--- config.mk ---
export PLATFORM = sky130hd
export DESIGN_NAME = lsu_ext_req_queue_flat
export DESIGN_NICKNAME = d
export VERILOG_FILES = /design/src/rtl/lsu_ext_req_queue_if.sv /design/src/rtl/lsu_ext_req_queue.sv /design/src/flat_wrapper.sv
export SDC_FILE = /design/constraint.sdc
export NUM_CORES = 1
export LEC_CHECK = 0
export BUFFER_PORTS_ARGS = -buffer_cell sky130_fd_sc_hd__buf_2
export CAP_MARGIN = 20
export CORE_MARGIN = 2
export CORE_UTILIZATION = 25
export DETAILED_ROUTE_END_ITERATION = 6
export PLACE_DENSITY = 0.5
export REMOVE_ABC_BUFFERS = 1
export SLEW_MARGIN = 20
export SYNTH_ARGS = -nofsm -noshare
export SYNTH_HDL_FRONTEND = slang
export SYNTH_SLANG_ARGS = --single-unit
--- constraint.sdc ---
create_clock -name clk -period 7.7 [get_ports clk]
set_input_delay 1.155 -clock clk [delete_from_list [all_inputs] [get_ports clk]]
set_output_delay 1.155 -clock clk [all_outputs]
set_load 0.02 [all_outputs]
--- src/rtl/lsu_ext_req_queue_if.sv ---
// rtl/lsu_ext_req_queue_if.sv - LSU/bus-side signal bundle for the external request queue.
// The slave modport is the queue; the master modport is the LSU pipeline plus bus unit.
interface lsu_ext_req_queue_if #(
  parameter int DEPTH = 4,
  parameter int IDX_W = $clog2(DEPTH)
);
  logic             req_valid_dc3;
  logic             req_fault_dc3;
  logic [31:0]      req_addr_dc3;
  logic             req_write_dc3;
  logic [1:0]       req_size_dc3;
  logic [31:0]      req_wdata_dc3;
  logic             req_sideeffect_dc3;
  logic             flush_dc3;
  logic             q_full;
  logic             q_empty;
  logic             bus_req_valid;
  logic             bus_req_ready;
  logic [31:0]      bus_req_addr;
  logic             bus_req_write;
  logic [1:0]       bus_req_size;
  logic [31:0]      bus_req_wdata;
  logic [IDX_W-1:0] bus_req_tag;
  logic             bus_rsp_valid;
  logic [IDX_W-1:0] bus_rsp_tag;
  logic [31:0]      bus_rsp_data;
  logic             bus_rsp_err;
  logic             ld_rsp_valid;
  logic [31:0]      ld_rsp_data;
  logic             ld_rsp_err;
  logic             store_err;
  logic             rsp_proto_err;

  modport slave (
    input  req_valid_dc3, req_fault_dc3, req_addr_dc3, req_write_dc3, req_size_dc3,
           req_wdata_dc3, req_sideeffect_dc3, flush_dc3, bus_req_ready,
           bus_rsp_valid, bus_rsp_tag, bus_rsp_data, bus_rsp_err,
    output q_full, q_empty, bus_req_valid, bus_req_addr, bus_req_write, bus_req_size,
           bus_req_wdata, bus_req_tag, ld_rsp_valid, ld_rsp_data, ld_rsp_err,
           store_err, rsp_proto_err
  );

  modport master (
    output req_valid_dc3, req_fault_dc3, req_addr_dc3, req_write_dc3, req_size_dc3,
           req_wdata_dc3, req_sideeffect_dc3, flush_dc3, bus_req_ready,
           bus_rsp_valid, bus_rsp_tag, bus_rsp_data, bus_rsp_err,
    input  q_full, q_empty, bus_req_valid, bus_req_addr, bus_req_write, bus_req_size,
           bus_req_wdata, bus_req_tag, ld_rsp_valid, ld_rsp_data, ld_rsp_err,
           store_err, rsp_proto_err
  );
endinterface

--- src/rtl/lsu_ext_req_queue.sv ---
// rtl/lsu_ext_req_queue.sv - in-order external LSU request queue with side-effect ordering.
// Three wrap-bit pointers split the ring into outstanding (rd..iss) and unissued (iss..wr).
module lsu_ext_req_queue #(
  parameter int DEPTH = 4,
  parameter int IDX_W = $clog2(DEPTH)
) (
  input logic                 clk,
  input logic                 rst_l,
  lsu_ext_req_queue_if.slave  io
);
  localparam int PW = IDX_W + 1;

  logic [PW-1:0] wr_ptr_q, wr_ptr_d;
  logic [PW-1:0] iss_ptr_q, iss_ptr_d;
  logic [PW-1:0] rd_ptr_q, rd_ptr_d;
  logic          sfx_busy_q, sfx_busy_d;
  logic          q_full_q, q_empty_q;
  logic          ld_rsp_valid_q, ld_rsp_err_q, store_err_q, rsp_proto_err_q;
  logic [31:0]   ld_rsp_data_q;

  logic [31:0]   addr_mem  [DEPTH];
  logic [31:0]   wdata_mem [DEPTH];
  logic [1:0]    size_mem  [DEPTH];
  logic          write_mem [DEPTH];
  logic          sfx_mem   [DEPTH];

  logic [IDX_W-1:0] wr_idx, iss_idx, rd_idx;
  logic [PW-1:0]    outstanding, count_d;
  logic             has_unissued, eligible, push, issue, rsp_ok, rsp_is_store;

  assign wr_idx       = wr_ptr_q[IDX_W-1:0];
  assign iss_idx      = iss_ptr_q[IDX_W-1:0];
  assign rd_idx       = rd_ptr_q[IDX_W-1:0];
  assign outstanding  = iss_ptr_q - rd_ptr_q;
  assign has_unissued = (iss_ptr_q != wr_ptr_q);

  // A side-effect entry waits for an empty bus; others only wait behind a side-effect entry.
  assign eligible = has_unissued &&
                    (sfx_mem[iss_idx] ? (outstanding == '0) : !sfx_busy_q);

  assign push  = io.req_valid_dc3 && !io.req_fault_dc3 && !q_full_q && !io.flush_dc3;
  assign issue = eligible && io.bus_req_ready;

  assign rsp_ok       = io.bus_rsp_valid && (io.bus_rsp_tag == rd_idx) && (outstanding != '0);
  assign rsp_is_store = write_mem[rd_idx];

  assign io.bus_req_valid = eligible;
  assign io.bus_req_addr  = addr_mem[iss_idx];
  assign io.bus_req_write = write_mem[iss_idx];
  assign io.bus_req_size  = size_mem[iss_idx];
  assign io.bus_req_wdata = wdata_mem[iss_idx];
  assign io.bus_req_tag   = iss_idx;

  assign io.q_full        = q_full_q;
  assign io.q_empty       = q_empty_q;
  assign io.ld_rsp_valid  = ld_rsp_valid_q;
  assign io.ld_rsp_data   = ld_rsp_data_q;
  assign io.ld_rsp_err    = ld_rsp_err_q;
  assign io.store_err     = store_err_q;
  assign io.rsp_proto_err = rsp_proto_err_q;

  always_comb begin
    iss_ptr_d  = iss_ptr_q + (issue ? PW'(1) : PW'(0));
    rd_ptr_d   = rd_ptr_q + (rsp_ok ? PW'(1) : PW'(0));
    sfx_busy_d = sfx_busy_q;
    if (rsp_ok)
      sfx_busy_d = 1'b0;
    if (issue && sfx_mem[iss_idx])
      sfx_busy_d = 1'b1;
    // Flush keeps only the entry already presented to the bus, issued this cycle or not.
    if (io.flush_dc3)
      wr_ptr_d = iss_ptr_q + (eligible ? PW'(1) : PW'(0));
    else
      wr_ptr_d = wr_ptr_q + (push ? PW'(1) : PW'(0));
    count_d = wr_ptr_d - rd_ptr_d;
  end

  always_ff @(posedge clk or negedge rst_l) begin
    if (!rst_l) begin
      wr_ptr_q        <= '0;
      iss_ptr_q       <= '0;
      rd_ptr_q        <= '0;
      sfx_busy_q      <= 1'b0;
      q_full_q        <= 1'b0;
      q_empty_q       <= 1'b1;
      ld_rsp_valid_q  <= 1'b0;
      ld_rsp_data_q   <= '0;
      ld_rsp_err_q    <= 1'b0;
      store_err_q     <= 1'b0;
      rsp_proto_err_q <= 1'b0;
    end else begin
      wr_ptr_q        <= wr_ptr_d;
      iss_ptr_q       <= iss_ptr_d;
      rd_ptr_q        <= rd_ptr_d;
      sfx_busy_q      <= sfx_busy_d;
      q_full_q        <= (count_d == PW'(DEPTH));
      q_empty_q       <= (count_d == '0);
      ld_rsp_valid_q  <= rsp_ok && !rsp_is_store;
      ld_rsp_err_q    <= rsp_ok && !rsp_is_store && io.bus_rsp_err;
      store_err_q     <= rsp_ok && rsp_is_store && io.bus_rsp_err;
      rsp_proto_err_q <= io.bus_rsp_valid && !rsp_ok;
      if (rsp_ok && !rsp_is_store)
        ld_rsp_data_q <= io.bus_rsp_data;
    end
  end

  always_ff @(posedge clk) begin
    if (push) begin
      addr_mem[wr_idx]  <= io.req_addr_dc3;
      wdata_mem[wr_idx] <= io.req_wdata_dc3;
      size_mem[wr_idx]  <= io.req_size_dc3;
      write_mem[wr_idx] <= io.req_write_dc3;
      sfx_mem[wr_idx]   <= io.req_sideeffect_dc3;
    end
  end
endmodule
--- src/flat_wrapper.sv ---
// flat-port wrapper written by rule: the top's interface ports become plain ports
module lsu_ext_req_queue_flat 
#(
  parameter int DEPTH = 4,
  parameter int IDX_W = $clog2(DEPTH)
)
  (clk, rst_l, io_req_valid_dc3, io_req_fault_dc3, io_req_addr_dc3, io_req_write_dc3, io_req_size_dc3, io_req_wdata_dc3, io_req_sideeffect_dc3, io_flush_dc3, io_bus_req_ready, io_bus_rsp_valid, io_bus_rsp_tag, io_bus_rsp_data, io_bus_rsp_err, io_q_full, io_q_empty, io_bus_req_valid, io_bus_req_addr, io_bus_req_write, io_bus_req_size, io_bus_req_wdata, io_bus_req_tag, io_ld_rsp_valid, io_ld_rsp_data, io_ld_rsp_err, io_store_err, io_rsp_proto_err);
  lsu_ext_req_queue_if #(.DEPTH(DEPTH), .IDX_W(IDX_W)) io_i ();
  input logic clk;
  input logic rst_l;
  input wire logic [$bits(io_i.req_valid_dc3)-1:0] io_req_valid_dc3;
  input wire logic [$bits(io_i.req_fault_dc3)-1:0] io_req_fault_dc3;
  input wire logic [$bits(io_i.req_addr_dc3)-1:0] io_req_addr_dc3;
  input wire logic [$bits(io_i.req_write_dc3)-1:0] io_req_write_dc3;
  input wire logic [$bits(io_i.req_size_dc3)-1:0] io_req_size_dc3;
  input wire logic [$bits(io_i.req_wdata_dc3)-1:0] io_req_wdata_dc3;
  input wire logic [$bits(io_i.req_sideeffect_dc3)-1:0] io_req_sideeffect_dc3;
  input wire logic [$bits(io_i.flush_dc3)-1:0] io_flush_dc3;
  input wire logic [$bits(io_i.bus_req_ready)-1:0] io_bus_req_ready;
  input wire logic [$bits(io_i.bus_rsp_valid)-1:0] io_bus_rsp_valid;
  input wire logic [$bits(io_i.bus_rsp_tag)-1:0] io_bus_rsp_tag;
  input wire logic [$bits(io_i.bus_rsp_data)-1:0] io_bus_rsp_data;
  input wire logic [$bits(io_i.bus_rsp_err)-1:0] io_bus_rsp_err;
  output wire logic [$bits(io_i.q_full)-1:0] io_q_full;
  output wire logic [$bits(io_i.q_empty)-1:0] io_q_empty;
  output wire logic [$bits(io_i.bus_req_valid)-1:0] io_bus_req_valid;
  output wire logic [$bits(io_i.bus_req_addr)-1:0] io_bus_req_addr;
  output wire logic [$bits(io_i.bus_req_write)-1:0] io_bus_req_write;
  output wire logic [$bits(io_i.bus_req_size)-1:0] io_bus_req_size;
  output wire logic [$bits(io_i.bus_req_wdata)-1:0] io_bus_req_wdata;
  output wire logic [$bits(io_i.bus_req_tag)-1:0] io_bus_req_tag;
  output wire logic [$bits(io_i.ld_rsp_valid)-1:0] io_ld_rsp_valid;
  output wire logic [$bits(io_i.ld_rsp_data)-1:0] io_ld_rsp_data;
  output wire logic [$bits(io_i.ld_rsp_err)-1:0] io_ld_rsp_err;
  output wire logic [$bits(io_i.store_err)-1:0] io_store_err;
  output wire logic [$bits(io_i.rsp_proto_err)-1:0] io_rsp_proto_err;
  assign io_i.req_valid_dc3 = io_req_valid_dc3;
  assign io_i.req_fault_dc3 = io_req_fault_dc3;
  assign io_i.req_addr_dc3 = io_req_addr_dc3;
  assign io_i.req_write_dc3 = io_req_write_dc3;
  assign io_i.req_size_dc3 = io_req_size_dc3;
  assign io_i.req_wdata_dc3 = io_req_wdata_dc3;
  assign io_i.req_sideeffect_dc3 = io_req_sideeffect_dc3;
  assign io_i.flush_dc3 = io_flush_dc3;
  assign io_i.bus_req_ready = io_bus_req_ready;
  assign io_i.bus_rsp_valid = io_bus_rsp_valid;
  assign io_i.bus_rsp_tag = io_bus_rsp_tag;
  assign io_i.bus_rsp_data = io_bus_rsp_data;
  assign io_i.bus_rsp_err = io_bus_rsp_err;
  assign io_q_full = io_i.q_full;
  assign io_q_empty = io_i.q_empty;
  assign io_bus_req_valid = io_i.bus_req_valid;
  assign io_bus_req_addr = io_i.bus_req_addr;
  assign io_bus_req_write = io_i.bus_req_write;
  assign io_bus_req_size = io_i.bus_req_size;
  assign io_bus_req_wdata = io_i.bus_req_wdata;
  assign io_bus_req_tag = io_i.bus_req_tag;
  assign io_ld_rsp_valid = io_i.ld_rsp_valid;
  assign io_ld_rsp_data = io_i.ld_rsp_data;
  assign io_ld_rsp_err = io_i.ld_rsp_err;
  assign io_store_err = io_i.store_err;
  assign io_rsp_proto_err = io_i.rsp_proto_err;
  lsu_ext_req_queue #(.DEPTH(DEPTH), .IDX_W(IDX_W)) u_core (.clk(clk), .rst_l(rst_l), .io(io_i));
endmodule
Word level (Yosys, flattened, before mapping)
Memories as Yosys holds them, arrays and structs flattened.
Index checks and enable logic that the tools add are counted.
{ "word_totals": {"mem_count": 5, "mem_bits_rw": 272, "input_bits": 110, "regBits": 48} }
{ "classes": {"add_sub_neg": 6, "muxes": 10, "n_eq_ne": 3, "reduce_logical": 23} }
{ "mem_list": {"columns": ["memory", "words", "width", "read_ports", "rd_clocked_by_memory_dff", "wr", "line", "text"], "rows": [
  ["u_core.addr_mem", 4, 32, 1, 0, 1, "lsu_ext_req_queue.sv:21", "logic [31:0] addr_mem [DEPTH];"],
  ["u_core.wdata_mem", 4, 32, 1, 0, 1, "lsu_ext_req_queue.sv:22", "logic [31:0] wdata_mem [DEPTH];"],
  ["u_core.size_mem", 4, 2, 1, 0, 1, "lsu_ext_req_queue.sv:23", "logic [1:0] size_mem [DEPTH];"],
  ["u_core.sfx_mem", 4, 1, 1, 0, 1, "lsu_ext_req_queue.sv:25", "logic sfx_mem [DEPTH];"],
  ["u_core.write_mem", 4, 1, 2, 0, 1, "lsu_ext_req_queue.sv:24", "logic write_mem [DEPTH];"]
]} }
{ "op_table": {"columns": ["op", "n"], "rows": [
  ["1-bit logical AND", 13],
  ["3-bit adder", 4],
  ["1-bit 2-to-1 mux", 9],
  ["1-bit logical NOT", 6],
  ["3-bit logical NOT", 2],
  ["3-bit subtractor", 2],
  ["3-bit == test, second input constant", 1],
  ["3-bit 2-to-1 mux", 1],
  ["3-bit != test", 1],
  ["3-bit nonzero test", 1],
  ["2-bit == test", 1],
  ["2-bit nonzero test", 1]
]} }

Logic depth before layout (Yosys ltp)
Gate-level depths: netlist of run 1.
{ "depth": {"word_depth": 9, "depth_mapped": 16, "mapped_depth_nobuf": 13} }

Worst setup path after synthesis of run 1
OpenSTA, ideal clock, no wires.
{ "synth_timing": {"path_kind": "input port to flip-flop", "startpoint": "in io_flush_dc3", "endpoint": "mem u_core.addr_mem[0][0] (enable)", "t_required_ns": 7.107, "stages": 2, "arrival_ns": 6.747, "path_slack_ns": 0.360, "path_cell_list": "nor4b_1 > nor3b_1"} }
{ "synth_between": {"elab_chain_cells": 4} }
{ "synth_lines": {"columns": ["element", "line", "text"], "rows": [
  ["start: declaration", "flat_wrapper.sv:18", "input wire logic [$bits(io_i.flush_dc3)-1:0] io_flush_dc3;"],
  ["1-bit logical NOT", "lsu_ext_req_queue.sv:41", "assign push = io.req_valid_dc3 && !io.req_fault_dc3 && !q_full_q && !io.flush_dc3;"],
  ["1-bit logical AND", "lsu_ext_req_queue.sv:41", null],
  ["1-bit 2-to-1 mux", "lsu_ext_req_queue.sv:108", "if (push) begin"],
  ["1-bit 2-to-1 mux (implied by the code)", "lsu_ext_req_queue.sv:109", "addr_mem[wr_idx] <= io.req_addr_dc3;"],
  ["end: declaration", "lsu_ext_req_queue.sv:21", null]
]} }
Every way passes these cells.

Worst setup path after layout of run 1
{ "layout_timing": {"startpoint": "reg u_core.iss_ptr_q[0]", "endpoint": "out io_bus_req_addr[25]"} }
{ "layout_between": {"elab_chain_cells": 1} }
{ "layout_lines": {"columns": ["element", "line", "text"], "rows": [
  ["start: declaration", "lsu_ext_req_queue.sv:14", "logic [PW-1:0] iss_ptr_q, iss_ptr_d;"],
  ["start signal: assignment", "lsu_ext_req_queue.sv:93", "iss_ptr_q <= iss_ptr_d;"],
  ["memory 4 x 32 bit", null, null],
  ["end: declaration", "flat_wrapper.sv:27", "output wire logic [$bits(io_i.bus_req_addr)-1:0] io_bus_req_addr;"]
]} }
Every way passes these cells.

==> impl_metrics.json, run 1 <==
{
  "status": "finished clean",
  "grt_setup_unrepaired": "false",
  "yosys_warnings": 0,
  "fin_crit_ps": 4260,
  "holdWs_ps": 478,
  "synth-seq-cells": 320,
  "antenna_left": 0,
  "grt_pass1_vias": 6118,
  "p_total_mw": 5.69,
  "critPathKind": "flop to output port",
  "slew_headroom_pct": 37.7,
  "clockBufferDepth": 3,
  "synth-async-reset-ratio_pct": 15.0,
  "routed_wl_mm": 25.5,
  "cts_tree": "built",
  "netlist_instances": 499,
  "grt_pass1_wl_mm": 38.7,
  "crit_path_start_kind": "flop",
  "layout-drive-gt1-share_pct": 50.1,
  "clock_skew_ps": 22.3,
  "nFillCells": 4502,
  "final_cell_mix": "edfxtp_1 (272), buf_2 (217), mux4_2 (69)",
  "p_leak_nw": 5.37,
  "seq_area_frac_synth_pct": 78.8,
  "syn_area_sq_mm": 0.0119,
  "fin_cells": 1380,
  "path_clk_slew_ps": 50,
  "finalInstanceArea_sq_mm": 0.0150,
  "cts_resized": 0,
  "core_area_sq_mm": 0.0468,
  "postSynthAreaPerCell_sq_um": 23.8,
  "hpwl_mm": 15.2,
  "antenna_found_initial": 2,
  "cts_root_buf": "clkbuf_16",
  "rows": 79,
  "grt_max_degree": 41,
  "io_buffers": 217,
  "area_delta_synth_final_pct": 25.8,
  "slew_viol_final": 0,
  "vias": 5701,
  "max_freq_mhz": 235,
  "overflow": 0,
  "finalSetupTns_ps": 0,
  "initial_utilization_pct": 25.4,
  "period_share_pct": 55.3,
  "synth-edff-count": 272,
  "finalSetupViolations": 0,
  "clkLatencyLatePin_ps": 550,
  "placedCellCount": 1311,
  "drtIter0Drc": 301,
  "end_kind": "output port",
  "gr-usage-all-layers_pct": 10.5,
  "drc": 0,
  "cp_max_fo": 40,
  "vdd_drop_max_v": 0.000178,
  "ys_types": 31,
  "fp.dieH_microns": 222,
  "die_w_microns": 222,
  "cp.required_ps": 6550,
  "firstDrtPassIters": 4,
  "critPathArrivalTime_ps": 3110,
  "cts_hold_buffers": 0,
  "setup_slack_ps": 3440,
  "cts_max_level": 2,
  "pre_cts_ws_ps": 3520,
  "dpl_cell_area_sq_mm": 0.0137,
  "wire_per_inst_microns": 18.5,
  "min-delay-path-class": "flop to flop",
  "place_congestion": 0.660,
  "layout_commonest_cell": "edfxtp_1",
  "fin_nets": 867,
  "postCtsSetupBuffers": 0,
  "drv_cap": 0,
  "cts_buffers": 38,
  "pwr_density_cell_mw_per_mm2": 380,
  "tightest_slew_ps": 934,
  "vias_per_cell": 4.13,
  "synth_top_flop_cell": "edfxtp_1",
  "finalHoldViolations": 0,
  "postLayoutCoreUtil_pct": 32.0,
  "ios": 218,
  "antenna_cells": 0,
  "cts_sinks": 320,
  "dieArea_sq_mm": 0.0493
}
==> Yosys cell counts (3+ instances only) <==
library cell | count | area [sq um]
buf_6 | 3 | 33.8
mux4_2 | 69 | 1550
clkbuf_1 | 7 | 26.3
xnor2_1 | 5 | 43.8
and3_1 | 3 | 18.8
inv_1 | 5 | 18.8
ha_1 | 12 | 150
edfxtp_1 | 272 | 8170
buf_1 | 3 | 11.3
xor2_1 | 6 | 52.6
mux2_2 | 31 | 349
dfrtp_1 | 47 | 1180
buf_2 | 6 | 30.0
nor2_1 | 5 | 18.8
==> kinds of logic after synthesis <==
logic type	Yosys count	synth area share, %
buffers and inverters	26	1.14
AND/OR/NAND/NOR	19	0.915
flip-flops	320	78.8
XOR/XNOR	12	1.01
AO/OA/AOI/OAI	6	0.547
adder cells (fa/ha/maj)	12	1.26
multiplexers	104	16.4
==> final cells by class <==
class / count / area, sq um / share of cell area [%]
flip-flops and latches: 320 / 9380 / 62.6
multi-input cells: 153 / 2420 / 16.1
repair buffers: 227 / 1190 / 7.97
clock buffers: 55 / 1060 / 7.05
well taps: 607 / 759 / 5.07
clock inverters: 13 / 146 / 0.978
inverters: 5 / 18.8 / 0.125
==> worst max-delay path: stages, from the launching register on <==
cell and delay, ps:
dfrtp_4 860, buf_4 830, mux4_2 630, buf_2 180
==> flip-flops by register name (all words and copies together) (netlist names), 3 cells and up <==
register and count:
u_core.addr_mem 128, u_core.io.ld_rsp_data 32, u_core.iss_ptr_q 3, u_core.rd_ptr_q 3
u_core.sfx_mem 4, u_core.size_mem 8, u_core.wdata_mem 128, u_core.wr_ptr_q 3
u_core.write_mem 4
==> report_power, final <==
| part | switching, mW | leakage [nW] | internal (mW) | total (mW) |
|---|---|---|---|---|
| clock | 0.688 | 0.580 | 1.03 | 1.71 |
| sequential | 0.181 | 3.04 | 2.09 | 2.27 |
| combinational | 0.959 | 1.75 | 0.750 | 1.71 |
| total | 1.83 | 5.37 | 3.86 | 5.69 |
==> path summary, 6_finish.rpt <==
path | startpoint | end | slack (ps) | cells past startpoint
max | u_core.iss_ptr_q[0] | io_bus_req_addr[25] | 3440 | 3
min | u_core.io.ld_rsp_data[3] | u_core.io.ld_rsp_data[3] | 480 | 1
max reg2reg | u_core.iss_ptr_q[0] | u_core.io.q_full | 3970 | 13
min reg2reg | u_core.io.ld_rsp_data[3] | u_core.io.ld_rsp_data[3] | 480 | 1
max in group asynchronous | rst_l | u_core.io.q_empty | 6510 | 2
min in group asynchronous | rst_l | u_core.io.ld_rsp_data[22] | 590 | 1
==> metal layers <==
layer / global-route usage (%) / wire [microns] / vias to the layer above
li1: - / - / 2566
met1: 13.9 / 11600 / 2902
met2: 15.8 / 11500 / 185
met3: 3.58 / 1830 / 44
met4: 4.05 / 642 / 4
met5: 0 / 23 / -
Note: power is estimated with default switching activity, not from simulation.
==> run 2, diff against run 1 <==
clock period = 4.45 ns   (was 7.7 ns; I/O delays follow)
==> impl_metrics.json, run 2 (synthesis results as in run 1) <==
{
  "grt_setup_unrepaired": "false",
  "vias": 5797,
  "firstDrtPassIters": 4,
  "core_area_sq_mm": 0.0468,
  "period_share_pct": 78.4,
  "pwr_density_cell_mw_per_mm2": 653,
  "crit_top_cell": "ha_1",
  "nFillCells": 4501,
  "ios": 218,
  "cp.required_ps": 4870,
  "cts_hold_buffers": 0,
  "critPathArrivalTime_ps": 3910,
  "regToRegSetupSlack_ps": 960,
  "fin_crit_ps": 3490,
  "holdWs_ps": 75.7,
  "cts_max_level": 2,
  "fp.dieH_microns": 222,
  "grt_pass1_wl_mm": 38.4,
  "finalSetupViolations": 0,
  "clockBufferDepth": 3,
  "die_w_microns": 222,
  "fin_nets": 867,
  "path_clk_slew_ps": 60,
  "cts_root_buf": "clkbuf_16",
  "io_buffers": 217,
  "end_kind": "flop",
  "tightest_slew_ps": 1040,
  "antenna_left": 0,
  "initial_utilization_pct": 25.4,
  "finalSetupTns_ps": 0,
  "cp_top_family": "adder cells",
  "cts_buffers": 37,
  "clkLatencyLatePin_ps": 550,
  "finalHoldViolations": 0,
  "p_leak_nw": 5.34,
  "crit_path_start_kind": "flop",
  "slew_viol_final": 0,
  "vdd_drop_max_v": 0.000345,
  "dieArea_sq_mm": 0.0493,
  "final_cell_mix": "edfxtp_1 (272), buf_2 (217), mux4_2 (69)",
  "drc": 0,
  "vias_per_cell": 4.20,
  "antenna_cells": 0,
  "cpPeakStageDelay_ps": 590,
  "hpwl_mm": 14.8,
  "cts_tree": "built",
  "cp_max_fo": 13,
  "place_congestion": 0.671,
  "layout_commonest_cell": "edfxtp_1",
  "pre_cts_ws_ps": 928,
  "postLayoutCoreUtil_pct": 31.9,
  "grt_max_degree": 69,
  "overflow": 0,
  "path_cells": "inv_1 > ha_1 > nor2b_1 > xnor2_1 > a41oi_1 > nor2_1 > ha_1 > ha_1 > mux2_2 > ha_1 > a21oi_1 > xor3_1 > and3_1",
  "wire_per_inst_microns": 18.4,
  "cpMaxStageDelayCell": "dfrtp_4",
  "postCtsSetupBuffers": 0,
  "multi_input_area_sq_mm": 0.00241,
  "rows": 79,
  "critPathKind": "flop to flop",
  "drtIter0Drc": 272,
  "gr-usage-all-layers_pct": 10.3,
  "critPathBufInv": 1,
  "slew_headroom_pct": 29.7,
  "clock_skew_ps": 15.0,
  "min-delay-path-class": "input port to async pin",
  "area_delta_synth_final_pct": 25.5,
  "drv_cap": 0,
  "status": "finished clean",
  "antenna_found_initial": 2,
  "layout-drive-gt1-share_pct": 50.1,
  "ff_latch_area_sq_mm": 0.00938,
  "cts_sinks": 320,
  "max_freq_mhz": 286,
  "setup_slack_ps": 959,
  "grt_pass1_vias": 6125,
  "routed_wl_mm": 25.4,
  "cts_resized": 0
}
==> run 2: final cells by class <==
class                      count  share of cell area (%)
multi-input combinational    153                    16.2
sequential                   320                    62.8
tap                          607                    5.09
clock inverter                17                   0.813
timing repair buffer         228                    8.08
inverter                       5                   0.126
clock buffer                  51                    6.91
==> run 2: metal layers <==
| metal | up-vias | global-route usage, % | routed length [microns] |
|---|---|---|---|
| met5 | - | 0 | 27 |
| met4 | 4 | 4.38 | 707 |
| met3 | 54 | 3.63 | 1930 |
| met2 | 191 | 16.1 | 11600 |
| met1 | 2975 | 13.1 | 11000 |
| li1 | 2573 | - | - |
==> run 2: stage by stage <==
stage / instance area (sq um) / total power, mW / instances
after global placement: 13800 / 7.04 / 1313
after global routing: 14900 / 10.3 / 1381
after floorplan: 11800 / 6.03 / 478
after detailed placement: 13800 / 7.03 / 1313
after CTS: 14900 / 9.97 / 1381
final: 14900 / 9.75 / 1381
==> run 2: final timing paths <==
kind | startpoint | end | depth (start not counted)
max in group asynchronous | rst_l | u_core.io.ld_rsp_data[28] | 2
worst min-delay path | rst_l | u_core.io.ld_rsp_data[13] | 1
worst max-delay path | u_core.iss_ptr_q[0] | u_core.io.q_full | 13
worst max register to register | u_core.iss_ptr_q[0] | u_core.io.q_full | 13
worst min register to register | u_core.io.ld_rsp_data[4] | u_core.io.ld_rsp_data[4] | 1
min in group clk | io_req_wdata_dc3[10] | u_core.wdata_mem[1][10] | 1
==> run 2: power by group <==
group          switching, mW  internal [mW]  total (mW)
registers              0.234           3.61        3.85
clock network           1.18           1.69        2.87
logic                   1.73           1.30        3.03
